`config.mk`:
```
export PLATFORM = sky130hd
export DESIGN_NAME = seg7_scan_decoder
export DESIGN_NICKNAME = d
export VERILOG_FILES = /design/src/rtl/seg7_scan_decoder.sv
export SDC_FILE = /design/constraint.sdc
export NUM_CORES = 1
export LEC_CHECK = 0
export CAP_MARGIN = 10
export CELL_PAD_IN_SITES_DETAIL_PLACEMENT = 1
export CELL_PAD_IN_SITES_GLOBAL_PLACEMENT = 1
export CORE_ASPECT_RATIO = 1.25
export CORE_MARGIN = 2
export CORE_UTILIZATION = 25
export DETAILED_ROUTE_END_ITERATION = 12
export GPL_ROUTABILITY_DRIVEN = 0
export PLACE_DENSITY_LB_ADDON = 0.1
export SLEW_MARGIN = 20
export SYNTH_ARGS = -nofsm -noshare
export SYNTH_HDL_FRONTEND = slang
export SYNTH_SLANG_ARGS = --single-unit
```
`constraint.sdc`:
```
create_clock -name clk -period 6.4 [get_ports clk]
set_clock_uncertainty 0.05 [all_clocks]
set_input_delay 1.28 -clock clk [delete_from_list [all_inputs] [get_ports clk]]
set_output_delay 1.28 -clock clk [all_outputs]
set_load 0.01 [all_outputs]
```
`src/rtl/seg7_scan_decoder.sv`:
```
// Recovers a 0..9999 value from a multiplexed 4-digit active-low 7-segment scan.
// Frames are filtered for stability before being published on value/dp.
module seg7_scan_decoder #(
   parameter int STABLE_FRAMES  = 2,
   parameter int TIMEOUT_CYCLES = 1023
) (
   input  logic        clk,
   input  logic        reset,
   input  logic [7:0]  seg,
   input  logic [3:0]  digit,
   output logic [13:0] value,
   output logic        value_valid,
   output logic        update,
   output logic [3:0]  dp,
   output logic        frame_error,
   output logic [7:0]  err_count,
   output logic        stale
);

   localparam int              IW        = $clog2(TIMEOUT_CYCLES + 1);
   localparam logic [3:0]      STABLE    = 4'(STABLE_FRAMES);
   localparam logic [IW-1:0]   IDLE_LAST = IW'(TIMEOUT_CYCLES - 1);
   localparam logic [IW-1:0]   IDLE_MAX  = IW'(TIMEOUT_CYCLES);

   typedef enum logic [1:0] {WAIT, HAVE0, HAVE1, HAVE2} state_t;

   state_t          state;
   logic [7:0]      seg_r;
   logic [3:0]      digit_r;
   logic [3:0]      last_sel;
   logic [2:0][3:0] dig_q;
   logic [2:0]      blank_q;
   logic [2:0]      dp_q;
   logic [13:0]     prev_value;
   logic [3:0]      prev_dp;
   logic [3:0]      match_cnt;
   logic [IW-1:0]   idle_cnt;

   logic [3:0]  cur_d;
   logic        cur_blank;
   logic        cur_illegal;
   logic        cur_dp;
   logic [3:0]  expect_sel;
   logic        onehot;
   logic        multi;
   logic        hold;
   logic        in_order;
   logic        complete;
   logic        blank_err;
   logic        err_evt;
   logic        frame_same;
   logic        write_out;
   logic [13:0] frame_value;
   logic [3:0]  frame_dp;
   logic [3:0]  match_next;

   always_comb begin
      cur_d       = 4'd0;
      cur_blank   = 1'b0;
      cur_illegal = 1'b0;
      case (seg_r[6:0])
         7'b0000001: cur_d = 4'd0;
         7'b1001111: cur_d = 4'd1;
         7'b0100100: cur_d = 4'd2;
         7'b0000110: cur_d = 4'd3;
         7'b1001100: cur_d = 4'd4;
         7'b0010010: cur_d = 4'd5;
         7'b0100000: cur_d = 4'd6;
         7'b0001111: cur_d = 4'd7;
         7'b0000000: cur_d = 4'd8;
         7'b0000100: cur_d = 4'd9;
         7'b1111111: cur_blank = 1'b1;
         default:    cur_illegal = 1'b1;
      endcase
   end

   always_comb begin
      expect_sel = 4'b0001;
      case (state)
         WAIT:  expect_sel = 4'b0001;
         HAVE0: expect_sel = 4'b0010;
         HAVE1: expect_sel = 4'b0100;
         HAVE2: expect_sel = 4'b1000;
         default: expect_sel = 4'b0001;
      endcase
   end

   // A repeat of the last accepted select is a hold, even across idle gaps.
   assign cur_dp    = ~seg_r[7];
   assign onehot    = $onehot(digit_r);
   assign multi     = (digit_r != 4'b0000) && !onehot;
   assign hold      = onehot && (digit_r == last_sel);
   assign in_order  = onehot && !hold && (digit_r == expect_sel);
   assign complete  = in_order && !cur_illegal && (state == HAVE2);
   assign blank_err = blank_q[0] | (blank_q[1] & ~blank_q[2]) | (blank_q[2] & ~cur_blank);
   assign err_evt   = multi | (onehot & cur_illegal) | (onehot & ~cur_illegal & ~hold & ~in_order)
                    | (complete & blank_err);

   // Blank digits carry cur_d = 0, so leading blanks fall out of the sum as zero.
   assign frame_value = 14'(cur_d) * 14'd1000 + 14'(dig_q[2]) * 14'd100
                      + 14'(dig_q[1]) * 14'd10 + 14'(dig_q[0]);
   assign frame_dp    = {cur_dp, dp_q};
   assign frame_same  = (match_cnt != 4'd0) && (frame_value == prev_value) && (frame_dp == prev_dp);
   assign match_next  = !frame_same ? 4'd1 : (match_cnt >= STABLE) ? STABLE : match_cnt + 4'd1;
   assign write_out   = (match_next == STABLE) && (!value_valid || frame_value != value || frame_dp != dp);

   always_ff @(posedge clk) begin
      if (reset) begin
         seg_r       <= 8'hFF;
         digit_r     <= 4'b0000;
         state       <= WAIT;
         last_sel    <= 4'b0000;
         dig_q       <= '0;
         blank_q     <= '0;
         dp_q        <= '0;
         prev_value  <= '0;
         prev_dp     <= '0;
         match_cnt   <= '0;
         idle_cnt    <= '0;
         value       <= '0;
         value_valid <= 1'b0;
         update      <= 1'b0;
         dp          <= '0;
         frame_error <= 1'b0;
         err_count   <= '0;
         stale       <= 1'b0;
      end else begin
         seg_r       <= seg;
         digit_r     <= digit;
         update      <= 1'b0;
         frame_error <= err_evt;
         if (err_evt && err_count != 8'hFF)
            err_count <= err_count + 8'd1;

         if (onehot) begin
            idle_cnt <= '0;
            stale    <= 1'b0;
            if (cur_illegal) begin
               state     <= WAIT;
               last_sel  <= 4'b0000;
               match_cnt <= '0;
            end else begin
               // Storing unconditionally is safe: positions are always rewritten before use.
               for (int i = 0; i < 3; i++) begin
                  if (digit_r[i]) begin
                     dig_q[i]   <= cur_d;
                     blank_q[i] <= cur_blank;
                     dp_q[i]    <= cur_dp;
                  end
               end
               if (in_order) begin
                  last_sel <= digit_r;
                  case (state)
                     WAIT:  state <= HAVE0;
                     HAVE0: state <= HAVE1;
                     HAVE1: state <= HAVE2;
                     HAVE2: begin
                        state <= WAIT;
                        if (blank_err) begin
                           match_cnt <= '0;
                        end else begin
                           match_cnt  <= match_next;
                           prev_value <= frame_value;
                           prev_dp    <= frame_dp;
                           if (write_out) begin
                              value       <= frame_value;
                              dp          <= frame_dp;
                              value_valid <= 1'b1;
                              update      <= 1'b1;
                           end
                        end
                     end
                     default: state <= WAIT;
                  endcase
               end else if (!hold) begin
                  match_cnt <= '0;
                  if (digit_r == 4'b0001) begin
                     state    <= HAVE0;
                     last_sel <= 4'b0001;
                  end else begin
                     state    <= WAIT;
                     last_sel <= 4'b0000;
                  end
               end
            end
         end else begin
            if (idle_cnt != IDLE_MAX)
               idle_cnt <= idle_cnt + IW'(1);
            if (multi || idle_cnt == IDLE_LAST) begin
               state     <= WAIT;
               last_sel  <= 4'b0000;
               match_cnt <= '0;
            end
            if (idle_cnt == IDLE_LAST)
               stale <= 1'b1;
         end
      end
   end

endmodule

```
# Word level (Yosys, flattened, before mapping)

Cells that the tools add are included.

Eq/ne operators: 27
Multiplexer cells: 26
Reductions and logical operators: 31
$lt $le $gt $ge: 1
$add $sub $neg: 9
Bitwise gates (word level): 21
$mul: 3

Operators with widths:

| kind                    | number |
|---|---|
| $mux W4                 | 13 |
| $pmux W4 S9             | 1 |
| $eq A7 B7 Y1 const B    | 3 |
| $pmux W4 S4             | 1 |
| $add A14 B11 Y14        | 1 |
| $add A14 B4 Y14         | 1 |
| $add A14 B8 Y14         | 1 |
| $eq A14 B14 Y1          | 1 |
| $eq A7 B3 Y1 const B    | 2 |
| $eq A7 B6 Y1 const B    | 2 |
| $ne A14 B14 Y1          | 1 |
| $eq A4 B4 Y1            | 3 |
| $reduce_and A3 Y1       | 4 |
| $mul A4 B7 Y11 const B  | 1 |
| $reduce_or A11 Y1       | 1 |
| $add A10 B1 Y10 const B | 1 |
| $eq A10 B10 Y1 const B  | 1 |
| $logic_and A1 B1 Y1     | 10 |
| $mux W2                 | 5 |
| $ne A10 B10 Y1 const B  | 1 |
| $mul A4 B5 Y9 const B   | 1 |
| $not A1 Y1              | 9 |
| $add A8 B1 Y8 const B   | 1 |
| $ne A4 B3 Y1 const B    | 2 |
| other kinds (30)        | 51 |

Flip-flop bits (word level): 98
Input bits: 14
Output and inout port bits: 30
Logic and storage cells: 142

# Logic depth before layout (Yosys ltp)

Gate-level depths: netlist (run 1).

Depth after elaboration: 15
Depth in mapped cells: 28

# Least setup slack after synthesis (run 1)

Ideal clock, no wire load.

Kind: register to register
Start point: reg seg_r[0]
End point: reg dp[1]
Setup slack: -0.047 ns
Clock period less this slack: 6.447 ns
Required time: 6.218 ns
Stages on the path, launching flop included: 27
Buffers on the path: 1
Arrival: 6.265 ns
Setup time: 0.132 ns
Path through: dfxtp_1 -> or3_1 -> or4_1 -> o21ai_0 -> a21o_1 -> or2_2 -> ha_1 -> inv_1 -> fa_1 -> inv_1 -> ha_1 -> nor2b_1 -> o21ai_0 -> nand2b_1 -> xnor2_1 -> ha_1 -> ha_1 -> ha_1 -> or4b_2 -> a211oi_1 -> a211oi_2 -> xor2_1 -> nand2_1 -> or4_4 -> buf_6 -> o21ai_1 -> a21oi_1

Longest elaborated chain between the ends: 13
Elaborated cells on any way between the ends: 32

RTL lines:

| what                                 | line | text |
|---|---|---|
| start: declaration                   | 28   | `logic [7:0] seg_r;` |
| start signal: assignment             | 128  | `seg_r <= seg;` |
| $eq A7 B3 Y1 (tied with other cells) | 61   | `case (seg_r[6:0])` |
| $pmux W4 S9 (*)                      | 61   |  |
| via cur_d[2]                         | 39   | `logic [3:0] cur_d;` |
| $mul A4 B7 Y11 (*)                   | 100  | `assign frame_value = 14'(cur_d) * 14'd1000 + 14'(dig_q[2]) * 14'd100` |
| $add A14 B11 Y14 (*)                 | 100  |  |
| $add A14 B8 Y14 (*)                  | 101  | `+ 14'(dig_q[1]) * 14'd10 + 14'(dig_q[0]);` |
| $add A14 B4 Y14 (*)                  | 101  |  |
| $eq A14 B14 Y1                       | 103  | `assign frame_same = (match_cnt != 4'd0) && (frame_value == prev_value) && (frame_dp == prev_dp);` |
| $logic_and A1 B1 Y1 (2 in series)    | 103  |  |
| $mux W4                              | 104  | `assign match_next = !frame_same ? 4'd1 : (match_cnt >= STABLE) ? STABLE : match_cnt + 4'd1;` |
| $eq A4 B2 Y1                         | 105  | `assign write_out = (match_next == STABLE) && (!value_valid \|\| frame_value != value \|\| frame_dp != dp);` |
| $logic_and A1 B1 Y1 (*)              | 105  |  |
| $reduce_and A6 Y1 (no line) (*)      | n/a  |  |
| end signal: assignment               | 167  | `dp <= frame_dp;` |
| end: declaration                     | 14   | `output logic [3:0] dp,` |

Mark *: on every way through the listed nets, which the timed path passes. The rest lies on a longest branch.
A chain may end at the register's enable or synchronous reset.

# Worst setup path in the final report (run 1)

Start point: reg seg_r[0]
End point: reg dp[0]

The elaborated chain is that of the path after synthesis.

==> results of run 1 <==
how the worst min path moves through the flow:
stage,from,end,slack (ns),cells after the start
floorplan,prev_value[6],prev_value[6],0.38,2
global placement,stale,stale,0.39,2
detailed placement,stale,stale,0.39,2
CTS,blank_q[1],blank_q[1],0.41,2
global route,blank_q[1],blank_q[1],0.43,2
finish,blank_q[1],blank_q[1],0.41,2
flip-flops by register name (all words and copies together) (netlist names):
name / flops
idle_cnt: 10
digit_r: 4
blank_q: 3
frame_error: 1
last_sel: 4
dp: 4
state: 2
stale: 1
value_valid: 1
seg_r: 8
err_count: 8
value: 14
prev_value: 14
dp_q: 3
prev_dp: 4
update: 1
match_cnt: 4
dig_q: 12
metrics by stage:
step           hold WS, ns  TNS, ns  setup WS, ns
2_1_floorplan        0.382        0        0.0170
3_3_place_gp         0.390  -0.0112      -0.00719
3_5_place_dp         0.387    -1.25        -0.124
4_1_cts              0.406        0       0.00797
5_1_grt              0.427   -0.244       -0.0475
6_report             0.406        0         0.162
placed cells by master, fill, tap and decap left out, types with 4 or more instances in the layout:
cell type / synthesis / final
inv_1: 43 / 41
mux2i_1: 5 / 5
xor2_1: 22 / 22
nand3_1: 35 / 35
dfxtp_1: 98 / 96
or3_1: 7 / 4
xnor2_1: 35 / 34
fa_1: 16 / 15
ha_1: 64 / 56
nand2_1: 60 / 59
nand2b_1: 5 / 5
a211oi_1: 16 / 15
nor2_1: 55 / 55
a22oi_1: 4 / 4
a21oi_2: 2 / 5
xnor3_1: 4 / 4
nand4_1: 18 / 18
a311oi_1: 6 / 6
a21o_1: 9 / 9
buf_4: 1 / 58
a31oi_1: 5 / 4
nor2b_1: 12 / 12
or2_2: 11 / 10
buf_6: 3 / 5
a21oi_1: 74 / 70
nor3_1: 18 / 16
nor4_1: 9 / 7
o21ai_1: 13 / 15
clkbuf_16: 0 / 9
o21ai_0: 17 / 13
and3_1: 8 / 8
ha_4: 0 / 8
clkdlybuf4s50_1: 0 / 42
worst max-delay path, cell delays in order (launching register included):
cell and delay, ns:
dfxtp_1 0.32, or3_4 0.38, or4_4 0.44, o21ai_2 0.13, a21o_1 0.15, ha_1 0.25
fa_1 0.52, inv_2 0.05, fa_2 0.55, inv_1 0.05, fa_1 0.39, ha_1 0.33
ha_4 0.26, buf_4 0.17, a211oi_1 0.43, a31oi_4 0.16, xnor3_1 0.28, nand4_1 0.15
buf_4 0.19, nor4_4 0.28, buf_4 0.16, buf_6 0.12, buf_8 0.13, nand3_1 0.09
a21oi_1 0.14
layer usage:
layer | global-route usage, % | vias up
li1 | - | 2902
met5 | 0 | -
met3 | 2.27 | 28
met4 | 5.66 | 0
met2 | 26.8 | 57
met1 | 17.5 | 2882
cells by family after synthesis:
family                   after synthesis
XOR/XNOR                              62
AND/OR/NAND/NOR                      263
AO/OA/AOI/OAI                        181
multiplexers                           8
buffers and inverters                 80
flip-flops                            98
adder cells (fa/ha/maj)               80
what timing repair did:
item | 4_1_cts | 5_1_grt
setup endpoints to repair | 18 | 23
buffers inserted | 6 | 7
cloned | 1 | 0
pin swaps | 6 | 24
gates resized for setup | 10 | 42
layout make-up:
cell class	count	area, um^2
Clock inverter	4	52.6
Clock buffer	11	233
Fill cell	3057	17700
Multi-Input combinational cell	594	4590
Inverter	43	161
Timing Repair Buffer	108	952
Sequential cell	98	1960
Tap cell	340	425
power by group:
| part | leakage, nW | internal [W] | switching [W] |
|---|---|---|---|
| Combinational | 2.52 | 0.0000574 | 0.0000741 |
| Sequential | 0.793 | 0.000621 | 0.0000150 |
| Clock | 0.140 | 0.000303 | 0.000249 |
==> flow_summary.json, run 1 <==
{
  "status": "completed",
  "cp-startpoint": "seg_r[0]",
  "timing_hold_violations_final": 0,
  "drtPass1Iterations": 4,
  "route.vias.total": 5869,
  "synth_enable_flop_cells": 0,
  "maxSlewViolCount": 0,
  "worst-r2r-setup-slack_ns": 0.16,
  "worst-slew-pin-transition_ns": 0.866,
  "synthesis.area_um2": 6660,
  "floorplan.die_area_um2": 28000,
  "dr_wl_met3_um": 387,
  "initial_antenna_violation_count": 0,
  "buffer_levels_on_the_longest_clock_path": 2,
  "timing.critical_path.to": "dp[0]",
  "grt_pass1_wl_um": 32700,
  "worst_setup_end_kind": "register",
  "max_freq_ghz": 0.160,
  "topRoutingLayerUsed": "met4",
  "drcViolationCount": 0,
  "layoutNonFillerInstCount": 1198,
  "cap_viol_max_count": 0,
  "min_period_over_period_pct": 97.5,
  "post-route-util_pct": 32.1,
  "cts_tree": "built",
  "core-area_um2": 26100,
  "post_synth_num_cell_types": 73,
  "max_slew_margin_pct": 42.3,
  "antenna-diode-count": 0,
  "unrepaired_setup_endpoints_after_global_routing": "true",
  "worstSetupPathType": "register to register",
  "postSynth.asyncResetShare_pct": 0,
  "design_area_um2": 8380,
  "postSynthCellCount": 772,
  "arrival_ns": 6.48,
  "io_pins": 44,
  "detail-route-antenna-nets": 0,
  "timing.rr.start": "seg_r[0]",
  "die_outline_width_um": 150,
  "powerDensity_nw_per_um2": 157,
  "maximum_number_of_pins_on_one_net_before_global_route_repair": 49,
  "leakage_power_summed_over_all_cells_nw": 3.46,
  "peakVddDrop_uv": 109,
  "synth_adder_area_share_pct": 16.8,
  "total_power_w": 0.00132,
  "r2r.worst_path.cells": 24,
  "grtUsageTotal_pct": 14.9,
  "synth_seq_area_share_pct": 29.5,
  "cts_buffers": 9,
  "min_path_type": "register to register",
  "critical_path_required_ns": 6.64,
  "worst_skew_pair.late_latency_ns": 0.35,
  "final_nets": 948,
  "synthTopCellsByCount": "98 x dfxtp_1, 74 x a21oi_1, 64 x ha_1",
  "die_height_um": 186,
  "yosys.area_share.simple_pct": 20.3,
  "yosys.cell_count.top_type": "dfxtp_1",
  "cp-start-kind": "register",
  "met1_wirelength_um": 8780,
  "r2r_end": "dp[0]",
  "htree_num_levels": 3,
  "portion_of_netlist_area_occupied_by_mux_cells_pct": 1.26,
  "dp.cells": 1169,
  "drt_wl_total_um": 20300,
  "min_period_ns": 6.24,
  "timing.final.setup_violations": 0,
  "synth-xor-area-share_pct": 9.21,
  "areaGrowthSynthToFinish_pct": 25.9,
  "dominantRegCellSynth": "dfxtp_1",
  "share_of_layout_cells_above_drive_strength_1_pct": 16.4,
  "ff_latch_count_synth": 98,
  "postPlaceCellArea_um2": 7740,
  "dr_iter_0_viols": 190,
  "dominant_combinational_cell_family_by_area_after_synthesis": "simple AND/OR/NAND/NOR gates",
  "global_route.overflow_total": 0,
  "yosys.area.top_type": "dfxtp_1",
  "met2WireLength_um": 10500,
  "yosys-top-cells-area": "dfxtp_1 29%, ha_1 12%, a21oi_1 5.6%",
  "wl_per_cell_um": 16.9,
  "syn_nets": 866,
  "floorplan.initialDensity_pct": 25.5,
  "dp.final_hpwl_um": 15400,
  "syn-mean-instance-area_um2": 8.63,
  "port_buffers": 43,
  "cts.hold.buffers_added": 0,
  "std_cell_rows": 66,
  "compound_gate_portion_of_the_synthesized_area_pct": 17.8,
  "grt_pass1_vias": 6212,
  "yosysTopAreaCellShare_pct": 29.5,
  "route.detailed.vias_per_inst": 4.90,
  "cp_max_fo": 10,
  "ys_warn_count": 0,
  "cts_root_buffer": "clkbuf_16",
  "tritoncts_num_sinks": 98,
  "clock_pin_slew_worst_setup_and_hold_paths_ns": 0.07
}
Power figures use the tool's default switching activity.
==> run 2: changes to the inputs <==
--- a/config.mk
+++ b/config.mk
@@ -10,9 +10,10 @@
 export CELL_PAD_IN_SITES_GLOBAL_PLACEMENT = 1
 export CORE_ASPECT_RATIO = 1.25
 export CORE_MARGIN = 2
-export CORE_UTILIZATION = 25
+export CORE_UTILIZATION = 42
 export DETAILED_ROUTE_END_ITERATION = 12
 export GPL_ROUTABILITY_DRIVEN = 0
+export MAX_ROUTING_LAYER = met4
 export PLACE_DENSITY_LB_ADDON = 0.1
 export SLEW_MARGIN = 20
 export SYNTH_ARGS = -nofsm -noshare
==> run 2 against run 1 <==
Via count is 0.53% higher. Wire length is 5.6% lower. Die area is 40% lower. Cell count is 12% lower. Non-clock buffer count is 16 lower. Register-to-register slack worse by 0.13 ns. Critical path depth stayed put. Core utilization is 21 points higher. Critical endpoint is now dp[2].
==> flow_summary.json, run 2 (synthesized netlist as in run 1, its figures left out) <==
{
  "cts_root_buffer": "clkbuf_16",
  "cp_max_fo": 6,
  "drt_wl_total_um": 19100,
  "status": "completed",
  "critical_path.top_delay_family": "adder cells",
  "layout.cells.most_common_list": "95 x dfxtp_1, 66 x a21oi_1, 59 x nand2_1, 53 x nor2_1, 52 x ha_1",
  "cp-start-kind": "register",
  "worst_hold_slack_ns": 0.413,
  "grt_pass1_vias": 6255,
  "worstSetupPathType": "register to register",
  "htree_num_levels": 3,
  "leakage_power_summed_over_all_cells_nw": 3.36,
  "path_buf_inv": 6,
  "route.detailed.vias_per_inst": 5.59,
  "worst_skew_pair.late_latency_ns": 0.36,
  "max_freq_ghz": 0.157,
  "port_buffers": 43,
  "antenna-diode-count": 0,
  "worst_setup_end_kind": "register",
  "num-fill-cells": 1849,
  "combined_flip_flop_and_latch_cell_area_um2": 1970,
  "unrepaired_setup_endpoints_after_global_routing": "true",
  "wl_per_cell_um": 18.1,
  "tritoncts_num_sinks": 98,
  "die_height_um": 145,
  "total_power_w": 0.00132,
  "cts_tree": "built",
  "peakVddDrop_uv": 137,
  "grt_pass1_wl_um": 30700,
  "maximum_number_of_pins_on_one_net_before_global_route_repair": 58,
  "post-route-util_pct": 52.6,
  "cts_buffers": 9,
  "floorplan.initialDensity_pct": 42.8,
  "critical_path_required_ns": 6.63,
  "timing.final.setup_violations": 0,
  "global_route.overflow_total": 0,
  "floorplan.die_area_um2": 16900,
  "share_of_layout_cells_above_drive_strength_1_pct": 17.5,
  "timing_hold_violations_final": 0,
  "io_pins": 44,
  "drtPass1Iterations": 4,
  "min_period_over_period_pct": 99.5,
  "route.vias.total": 5900,
  "clock_pin_slew_worst_setup_and_hold_paths_ns": 0.08,
  "arrival_ns": 6.60,
  "cap_viol_max_count": 0,
  "min_path_type": "register to register",
  "final_nets": 933,
  "critical-path-max-stage-delay_ns": 0.55,
  "worst_path_max_delay_cell": "or4_4",
  "area_taken_by_multi_input_logic_gates_um2": 4680,
  "worst-slew-pin-transition_ns": 1.01,
  "detail-route-antenna-nets": 0,
  "die_outline_width_um": 117,
  "powerDensity_nw_per_um2": 161,
  "reg_top3": "prev_value (14), value (14), dig_q (12)",
  "grtUsageTotal_pct": 23.9,
  "areaGrowthSynthToFinish_pct": 23.0,
  "max_slew_margin_pct": 32.9,
  "pre_cts_ws_ns": -0.0748,
  "drcViolationCount": 0,
  "dr_iter_0_viols": 221,
  "buffer_levels_on_the_longest_clock_path": 2,
  "postLayoutSetupSlackWorst_ns": 0.0294,
  "min_period_ns": 6.37,
  "initial_antenna_violation_count": 0,
  "cp_cell_sequence": "or3_4 -> or4_4 -> o21ai_2 -> a21o_1 -> ha_4 -> fa_1 -> inv_2 -> fa_1 -> inv_2 -> fa_1 -> ha_4 -> ha_4 -> nand2_4 -> buf_6 -> or3_4 -> a31oi_4 -> xnor3_1 -> nand4_1 -> buf_4 -> nor4_4 -> buf_4 -> buf_4 -> nand3_1 -> a21oi_2",
  "leading_cell_type_in_the_layout_fill_and_taps_excluded": "dfxtp_1",
  "std_cell_rows": 51,
  "maxSlewViolCount": 0,
  "dp.final_hpwl_um": 14000,
  "core-area_um2": 15600
}
run 2: tightest hold or removal path, delay by kind of cell, from the launching register on:
| kind | cells | cell delay, ns |
|---|---|---|
| compound gates | 1 | 0.05 |
| simple gates | 1 | 0.05 |
| flops | 1 | 0.32 |
run 2: power breakdown:
part	internal [W]	switching (W)
combinational	0.0000584	0.0000757
clock	0.000284	0.000266
sequential	0.000621	0.0000147
total	0.000963	0.000356
run 2: path summary, 6_finish.rpt:
check           startpoint       endpoint  slack [ns]  depth (start not counted)
max               seg_r[6]          dp[2]        0.03                         24
min          prev_value[6]  prev_value[6]        0.41                          2
max reg2reg       seg_r[6]          dp[2]        0.03                         24
min reg2reg  prev_value[6]  prev_value[6]        0.41                          2
run 2: cell type report:
class	count	area share, %
clock buffer	10	2.92
tap	212	3.24
multi-input combinational	595	57.1
sequential	98	24.0
inverter	43	1.97
clock inverter	6	0.733
timing repair buffer	92	10.1
run 2: per-layer routing:
layer	global-route usage, %	routed length (um)
met5	-	0
met3	2.83	418
met2	42.1	10300
met1	27.0	7880
met4	11.0	518
run 2: metrics by stage:
stage               area [um^2]  cells  setup TNS, ns
finish                     8190   1056              0
global route               8190   1056          -1.64
CTS                        7870   1048              0
detailed placement         7470   1026         -0.706
global placement           7470   1026              0
floorplan                  6680    772              0
run 2: repair_timing:
item | 4_1_cts | 5_1_grt
resized for setup | 13 | 58
buffers inserted | 3 | 9
gates cloned | 3 | 0
endpoints found under the setup margin | 18 | 22
pin swaps | 6 | 42
hold buffers | 0 | 0
==> run 3: changes to the inputs <==
--- a/config.mk
+++ b/config.mk
@@ -15,6 +15,8 @@
 export GPL_ROUTABILITY_DRIVEN = 0
 export MAX_ROUTING_LAYER = met4
 export PLACE_DENSITY_LB_ADDON = 0.1
+export SETUP_SLACK_MARGIN = 0.5
+export SKIP_CTS_REPAIR_TIMING = 1
 export SLEW_MARGIN = 20
 export SYNTH_ARGS = -nofsm -noshare
 export SYNTH_HDL_FRONTEND = slang
==> run 3 against run 2 <==
Worst hold slack worse by 0.0085 ns. Flip-flop and latch count stayed put. Maximum frequency is 0.29% higher. Combinational power fell by 4%. Die area is the same. First-iteration DRC count decreased by 2.3%. Critical endpoint is now value[8]. Highest routed layer unchanged. Via count fell by 1.6%. Sequential share of layout area down 0.23 points. Critical path type unchanged. Design area is 1.2% higher. Cell count decreased by 1.2%. Clock power shrank 3.6%.
==> flow_summary.json, run 3 (synthesized netlist as in run 1, its figures left out) <==
{
  "global_route.overflow_total": 0,
  "drt_wl_total_um": 19200,
  "port_buffers": 43,
  "drtPass1Iterations": 4,
  "areaGrowthSynthToFinish_pct": 24.5,
  "max_freq_ghz": 0.157,
  "cap_viol_max_count": 0,
  "cts_buffers": 9,
  "worst_skew_pair.late_latency_ns": 0.36,
  "drcViolationCount": 0,
  "route.vias.total": 5808,
  "worst-slew-pin-transition_ns": 0.970,
  "floorplan.die_area_um2": 16900,
  "min_path_type": "register to register",
  "cp-start-kind": "register",
  "dr_iter_0_viols": 216,
  "dp.cells": 1008,
  "timing.final.setup_violations": 0,
  "worst_setup_end_kind": "register",
  "core-area_um2": 15600,
  "layoutNonFillerInstCount": 1043,
  "final_nets": 921,
  "min_period_ns": 6.35,
  "share_of_layout_cells_above_drive_strength_1_pct": 19.0,
  "cts_tree": "built",
  "cts_root_buffer": "clkbuf_16",
  "status": "completed",
  "dp.final_hpwl_um": 14100,
  "peakVddDrop_uv": 220,
  "leading_cell_type_in_the_layout_fill_and_taps_excluded": "dfxtp_1",
  "grtUsageTotal_pct": 23.6,
  "detail-route-antenna-nets": 0,
  "grt_pass1_wl_um": 30500,
  "leakage_power_summed_over_all_cells_nw": 3.34,
  "maxSlewViolCount": 0,
  "floorplan.initialDensity_pct": 42.8,
  "grt_pass1_vias": 6157,
  "layout.cells.most_common_list": "94 x dfxtp_1, 65 x a21oi_1, 58 x nand2_1, 55 x nor2_1, 52 x ha_1",
  "antenna-diode-count": 0,
  "timing_hold_violations_final": 0,
  "maximum_number_of_pins_on_one_net_before_global_route_repair": 51,
  "route.detailed.vias_per_inst": 5.57,
  "unrepaired_setup_endpoints_after_global_routing": "true",
  "min_period_over_period_pct": 99.2,
  "arrival_ns": 6.57,
  "wl_per_cell_um": 18.4,
  "post-route-util_pct": 53.2,
  "buffer_levels_on_the_longest_clock_path": 2,
  "critical_path_required_ns": 6.61,
  "reg_top3": "prev_value (14), value (14), dig_q (12)",
  "std_cell_rows": 51,
  "htree_num_levels": 3,
  "cp_max_fo": 6,
  "clock_pin_slew_worst_setup_and_hold_paths_ns": 0.07,
  "die_height_um": 145,
  "tritoncts_num_sinks": 98,
  "max_slew_margin_pct": 35.3,
  "worstSetupPathType": "register to register",
  "die_outline_width_um": 117,
  "io_pins": 44,
  "initial_antenna_violation_count": 0,
  "powerDensity_nw_per_um2": 157
}
[run 3: cell count changes in the layout (fill, tap and decap cells not counted), sizes merged]
cell	change
buf	-14
clkinv	-1
clkbuf	+3
inv	-1
[run 3: worst paths after layout]
kind                  from  endpoint  slack [ns]  cells past startpoint
hold reg to reg      stale     stale        0.40                      2
setup reg to reg  seg_r[0]  value[8]        0.05                     23
setup / recovery  seg_r[0]  value[8]        0.05                     23
hold / removal       stale     stale        0.40                      2
[run 3: report_power, final]
part	switching [W]	internal, W
registers	0.0000171	0.000621
logic	0.0000728	0.0000565
clock network	0.000253	0.000277
total	0.000342	0.000955
[run 3: layout make-up]
type	count	area, um^2
timing repair buffer	80	782
inverter	43	164
tap	212	265
multi-input combinational	595	4830
fill	1818	7280
sequential	98	1970
clock buffer	11	243
clock inverter	4	36.3
[run 3: layer usage]
layer / vias to the layer above / track usage, % / wire (um)
li1: 2853 / - / -
met5: - / - / 0
met1: 2842 / 25.9 / 7770
met2: 87 / 43.8 / 10600
met4: 0 / 7.37 / 378
met3: 26 / 3.29 / 476
[run 3: critical path: stages, from the launching register on]
cell      delay, ns
dfxtp_4        0.36
or3_4          0.41
or4_4          0.54
o21ai_2        0.12
a21o_2         0.16
ha_4           0.21
fa_1           0.55
inv_2          0.05
fa_2           0.53
inv_2          0.04
fa_1           0.59
ha_4           0.23
ha_4           0.29
nand2_4        0.06
or3_4          0.35
a31oi_4        0.21
xnor3_2        0.22
nand4_1        0.20
buf_4          0.22
nor4_4         0.28
buf_6          0.18
buf_12         0.14
a21oi_1        0.06
a311oi_1       0.20
[run 3: through the flow]
step / instance area [um^2] / hold WS [ns] / TNS (ns) / power, W / worst slack (ns)
floorplan: 6810 / 0.382 / 0 / 0.000731 / 0.502
global placement: 7470 / 0.389 / 0 / 0.000768 / 0.241
detailed placement: 7470 / 0.397 / 0 / 0.000774 / 0.0905
CTS: 7750 / 0.413 / 0 / 0.00130 / 0.0736
global route: 8290 / 0.423 / -1.56 / 0.00135 / -0.116
finish: 8290 / 0.404 / 0 / 0.00130 / 0.0481
==> RTL change 1, RTL diff (config.mk and constraints of run 1) <==
Remove the register `frame_error`: a continuous assignment takes its place, so the output `frame_error` follows one clock earlier.
--- a/src/rtl/seg7_scan_decoder.sv
+++ b/src/rtl/seg7_scan_decoder.sv
@@ -122,5 +122,4 @@
          update      <= 1'b0;
          dp          <= '0;
-         frame_error <= 1'b0;
          err_count   <= '0;
          stale       <= 1'b0;
@@ -129,5 +128,4 @@
          digit_r     <= digit;
          update      <= 1'b0;
-         frame_error <= err_evt;
          if (err_evt && err_count != 8'hFF)
             err_count <= err_count + 8'd1;
@@ -198,4 +196,6 @@
    end
 
+   assign frame_error = err_evt;
+
 endmodule
 
Formal check against the unedited RTL: not equivalent (a bounded check fails within 4 cycles, from zero or initial values and one cycle with reset high).
==> RTL change 1 against run 1 <==
Power down 2.7%. Synthesized cell count up 0.26%. Area after synthesis up 0.70%. Sequential cell count down 1. Routed wire length down 0.99%. Cell count down 1.1%. Die area up 0.68%. Critical path depth down 4. Design area down 2.7%. Setup slack better by 0.17 ns. Fmax up 2.8%. Core utilization down 1.4 points.
==> RTL change 1: results (changes against run 1) <==
post-DP HPWL: 15700 um (was 15400 um)
synthesized area per cell: 8.66 um2 (was 8.63 um2)
Synth warnings: 0 (unchanged)
CP max stage cell: or4_4 (was fa_2)
CP peak stage delay: 0.59 ns (was 0.55 ns)
fin cells: 1185 (was 1198)
setup slack after layout: 0.332 ns (was 0.162 ns)
Slew headroom: 42.0% (was 42.3%)
worst-path maximum fanout: 7 (was 10)
share of layout cells above drive strength 1: 13.8% (was 16.4%)
post-synthesis async set-or-reset flop share: 0% (unchanged)
top cells by area, synth: dfxtp_1 29%, ha_1 12%, nor2_1 4.8% (was dfxtp_1 29%, ha_1 12%, a21oi_1 5.6%)
vias in the first global route: 6157 (was 6212)
worst reg-to-reg path cell count: 20 (was 24)
Clock group: 0.524 mW (was 0.552 mW)
Worst R2R Start: seg_r[0] (unchanged)
worst hold path endpoint: blank_q[1] (unchanged)
CP endpoint: value[12] (was dp[0])
sequential cell area fraction in the yosys report: 29.0% (was 29.5%)
first-pass GRT wire length: 32600 um (was 32700 um)
syn nets: 868 (was 866)
initial antenna violation count: 0 (unchanged)
Vias/cell: 4.81 (was 4.90)
1st-iter DRT viols: 184 (was 190)
hold slack: 0.410 ns (was 0.406 ns)
PwrDens: 157 nW/um2 (about the same)
Synth top cells by count: 97 x dfxtp_1, 86 x nor2_1, 64 x ha_1, 57 x a21oi_1, 40 x inv_1 (was 98 x dfxtp_1, 74 x a21oi_1, 64 x ha_1, 60 x nand2_1, 55 x nor2_1)
status: complete, no violations (unchanged)
pre-CTS setup slack: -0.156 ns (was -0.124 ns)
Max VDD drop: 0.147 mV (was 0.109 mV)
P_sw: 0.340 mW (was 0.338 mW)
Worst Path Arrival: 6.29 ns (was 6.48 ns)
Leak Pwr: 3.42 nW (was 3.46 nW)
overall routing resource usage: 14.8% (was 14.9%)
placed instance area: 7670 um2 (was 7740 um2)
setup slack, reg-to-reg: 0.33 ns (was 0.16 ns)
largest net degree at the start of global routing: 59 (was 49)
final net count: 930 (was 948)
synth unique cells: 68 (was 73)
number of fill cells: 3068 (was 3057)
final WL: 20100 um (was 20300 um)
Combinational Power: 0.129 mW
==> RTL change 1: repair_timing <==
item | in CTS | in global routing
hold endpoints to repair | 0 | 0
resized for setup | 4 | 37
pin swaps | 2 | 13
endpoints found under the setup margin | 19 | 23
buffers inserted | 3 | 3
==> RTL change 1: final cells by class <==
type	count	area (um2)	share of cell area, %
clock inverters	4	30.0	0.368
well taps	345	432	5.29
multi-input cells	599	4570	56.1
flip-flops and latches	97	1950	23.9
inverters	40	150	1.84
clock buffers	11	243	2.98
repair buffers	89	778	9.55
==> RTL change 1: worst register-to-register path, stage by stage, from the launching register on <==
cell and delay (ns):
dfxtp_1 0.32, buf_4 0.16, nor4b_1 0.29, a21oi_1 0.08
nor3_1 0.22, ha_1 0.32, fa_1 0.55, inv_1 0.07
fa_1 0.53, inv_1 0.06, fa_1 0.47, ha_1 0.31
ha_1 0.32, a21o_1 0.18, a21o_1 0.25, or3_1 0.41
o22ai_2 0.21, o32ai_2 0.15, or4_4 0.59, buf_4 0.18
o41ai_2 0.28
==> RTL change 1: cell families (layout without fill, tap and decap cells) <==
logic type	after synthesis	in the layout	share of synthesized area, %
simple gates	281	281	21.4
compound gates	147	147	14.3
flops	97	97	29.0
fa+ha+maj	80	80	16.7
buf+inv	78	144	5.15
mux	20	20	2.99
xor+xnor	71	71	10.5
==> RTL change 1: routing by layer <==
metal	vias up	global-route usage, %	part of all wire (%)
met2	53	26.9	52
met3	26	2.12	1.9
met1	2780	17.6	44
li1	2837	-	-
met5	-	0	0
met4	0	4.79	2.1
==> RTL change 2, RTL diff (settings of run 1) <==
Made on the original files. The parameter `TIMEOUT_CYCLES` goes from 1023 to 2046.
--- a/src/rtl/seg7_scan_decoder.sv
+++ b/src/rtl/seg7_scan_decoder.sv
@@ -3,5 +3,5 @@
 module seg7_scan_decoder #(
    parameter int STABLE_FRAMES  = 2,
-   parameter int TIMEOUT_CYCLES = 1023
+   parameter int TIMEOUT_CYCLES = 2046
 ) (
    input  logic        clk,
Check against the original RTL: no difference found for any inputs over 4 cycles, from zero or initial values and one cycle with reset high; that may be too few to reach the edited logic, so the function may still have changed.
==> RTL change 2 against run 1 <==
Via count fell by 6.3%. Design area fell by 4.7%. Global-route usage fell by 0.84 points. Cell count fell by 5.0%. Setup slack improved by 0.13 ns. Fmax rose by 2.1%. Routed wire length fell by 8.7%. Power fell by 2.6%. Synthesized cell count fell by 3.6%. Area after synthesis fell by 1.9%. Sequential cell count rose by 1.
==> RTL change 2: results (changes against run 1) <==
met2 WL: 9740 um (was 10500 um)
pre-CTS setup slack: -0.184 ns (was -0.124 ns)
Synth top cells by count: 99 x dfxtp_1, 72 x nor2_1, 67 x ha_1, 65 x nand2_1, 61 x a21oi_1 (was 98 x dfxtp_1, 74 x a21oi_1, 64 x ha_1, 60 x nand2_1, 55 x nor2_1)
overall routing resource usage: 14.1% (was 14.9%)
Worst Path Arrival: 6.28 ns (was 6.48 ns)
Cells after DPL: 1109 (was 1169)
final net count: 893 (was 948)
vias in the first global route: 5844 (was 6212)
largest net degree at the start of global routing: 52 (was 49)
1st-iter DRT viols: 138 (was 190)
Leak Pwr: 3.25 nW (was 3.46 nW)
post-synthesis adder-cell area fraction: 18.0% (was 16.8%)
Max clock buf depth: 2 (unchanged)
placed instance area: 7360 um2 (was 7740 um2)
setup slack, reg-to-reg: 0.29 ns (was 0.16 ns)
wire length on met1: 8230 um (was 8780 um)
sequential share of power: 50.3% (was 48.2%)
top cells by area, synth: dfxtp_1 30%, ha_1 13%, xnor2_1 6.2% (was dfxtp_1 29%, ha_1 12%, a21oi_1 5.6%)
M3 GR Usage: 2.12% (was 2.27%)
post-DP HPWL: 14000 um (was 15400 um)
xor/xnor share of the synthesized area: 10.3% (was 9.21%)
worst min path class: flip-flop to flip-flop (unchanged)
mux share of post-synthesis cell area: 0.785% (was 1.26%)
Mapped Cells: 744 (was 772)
Pint: 0.961 mW (was 0.982 mW)
Slew headroom: 46.7% (was 42.3%)
Max VDD drop: 0.144 mV (was 0.109 mV)
M1 GR Usage: 17.1% (was 17.5%)
Vias/cell: 4.83 (was 4.90)
sequential cell area fraction in the yosys report: 30.3% (was 29.5%)
share of layout cells above drive strength 1: 12.8% (was 16.4%)
worst setup path start: seg_r[2] (was seg_r[0])
post-synthesis async set-or-reset flop share: 0% (unchanged)
worst-path maximum fanout: 9 (was 10)
status: complete, no violations (unchanged)
via count: 5499 (was 5869)
Compound-Gate Fraction of Synth Area: 17.1% (was 17.8%)
synth unique cells: 66 (was 73)
CP max stage cell: fa_1 (was fa_2)
syn nets: 842 (was 866)
DR WL met3: 305 um (was 387 um)
first-pass GRT wire length: 30600 um (was 32700 um)
grt met2 use: 25.6% (was 26.8%)
final WL: 18500 um (was 20300 um)
Logic pwr share: 9.5% (was 10.0%)
==> RTL change 2: changes by cell type in the layout (fill, tap and decap cells not counted), sizes merged, moves of 13 or more <==
cell,delta
nand3,-18
o21ai,-19
o31ai,+14
nor2,+17
a21oi,-13
buf,-35
==> RTL change 2: repair_timing <==
item	in CTS	in global routing
setup endpoints to repair	20	23
pin swaps	4	14
buffers inserted	4	10
gates resized for setup	5	36
gates cloned	0	1
==> RTL change 2: area by class of cell <==
type | count | area (um2)
Clock inverter | 2 | 12.5
Timing Repair Buffer | 74 | 717
Sequential cell | 99 | 1990
Clock buffer | 12 | 256
Multi-Input combinational cell | 571 | 4440
Tap cell | 340 | 425
Inverter | 40 | 150
Fill cell | 2993 | 17900
==> RTL change 2: worst min-delay path by stage <==
stage	slack [ns]	end
final	0.41	blank_q[1]
after floorplan	0.38	blank_q[1]
after global routing	0.44	prev_value[1]
after global placement	0.39	blank_q[1]
after detailed placement	0.40	blank_q[1]
after CTS	0.41	blank_q[1]
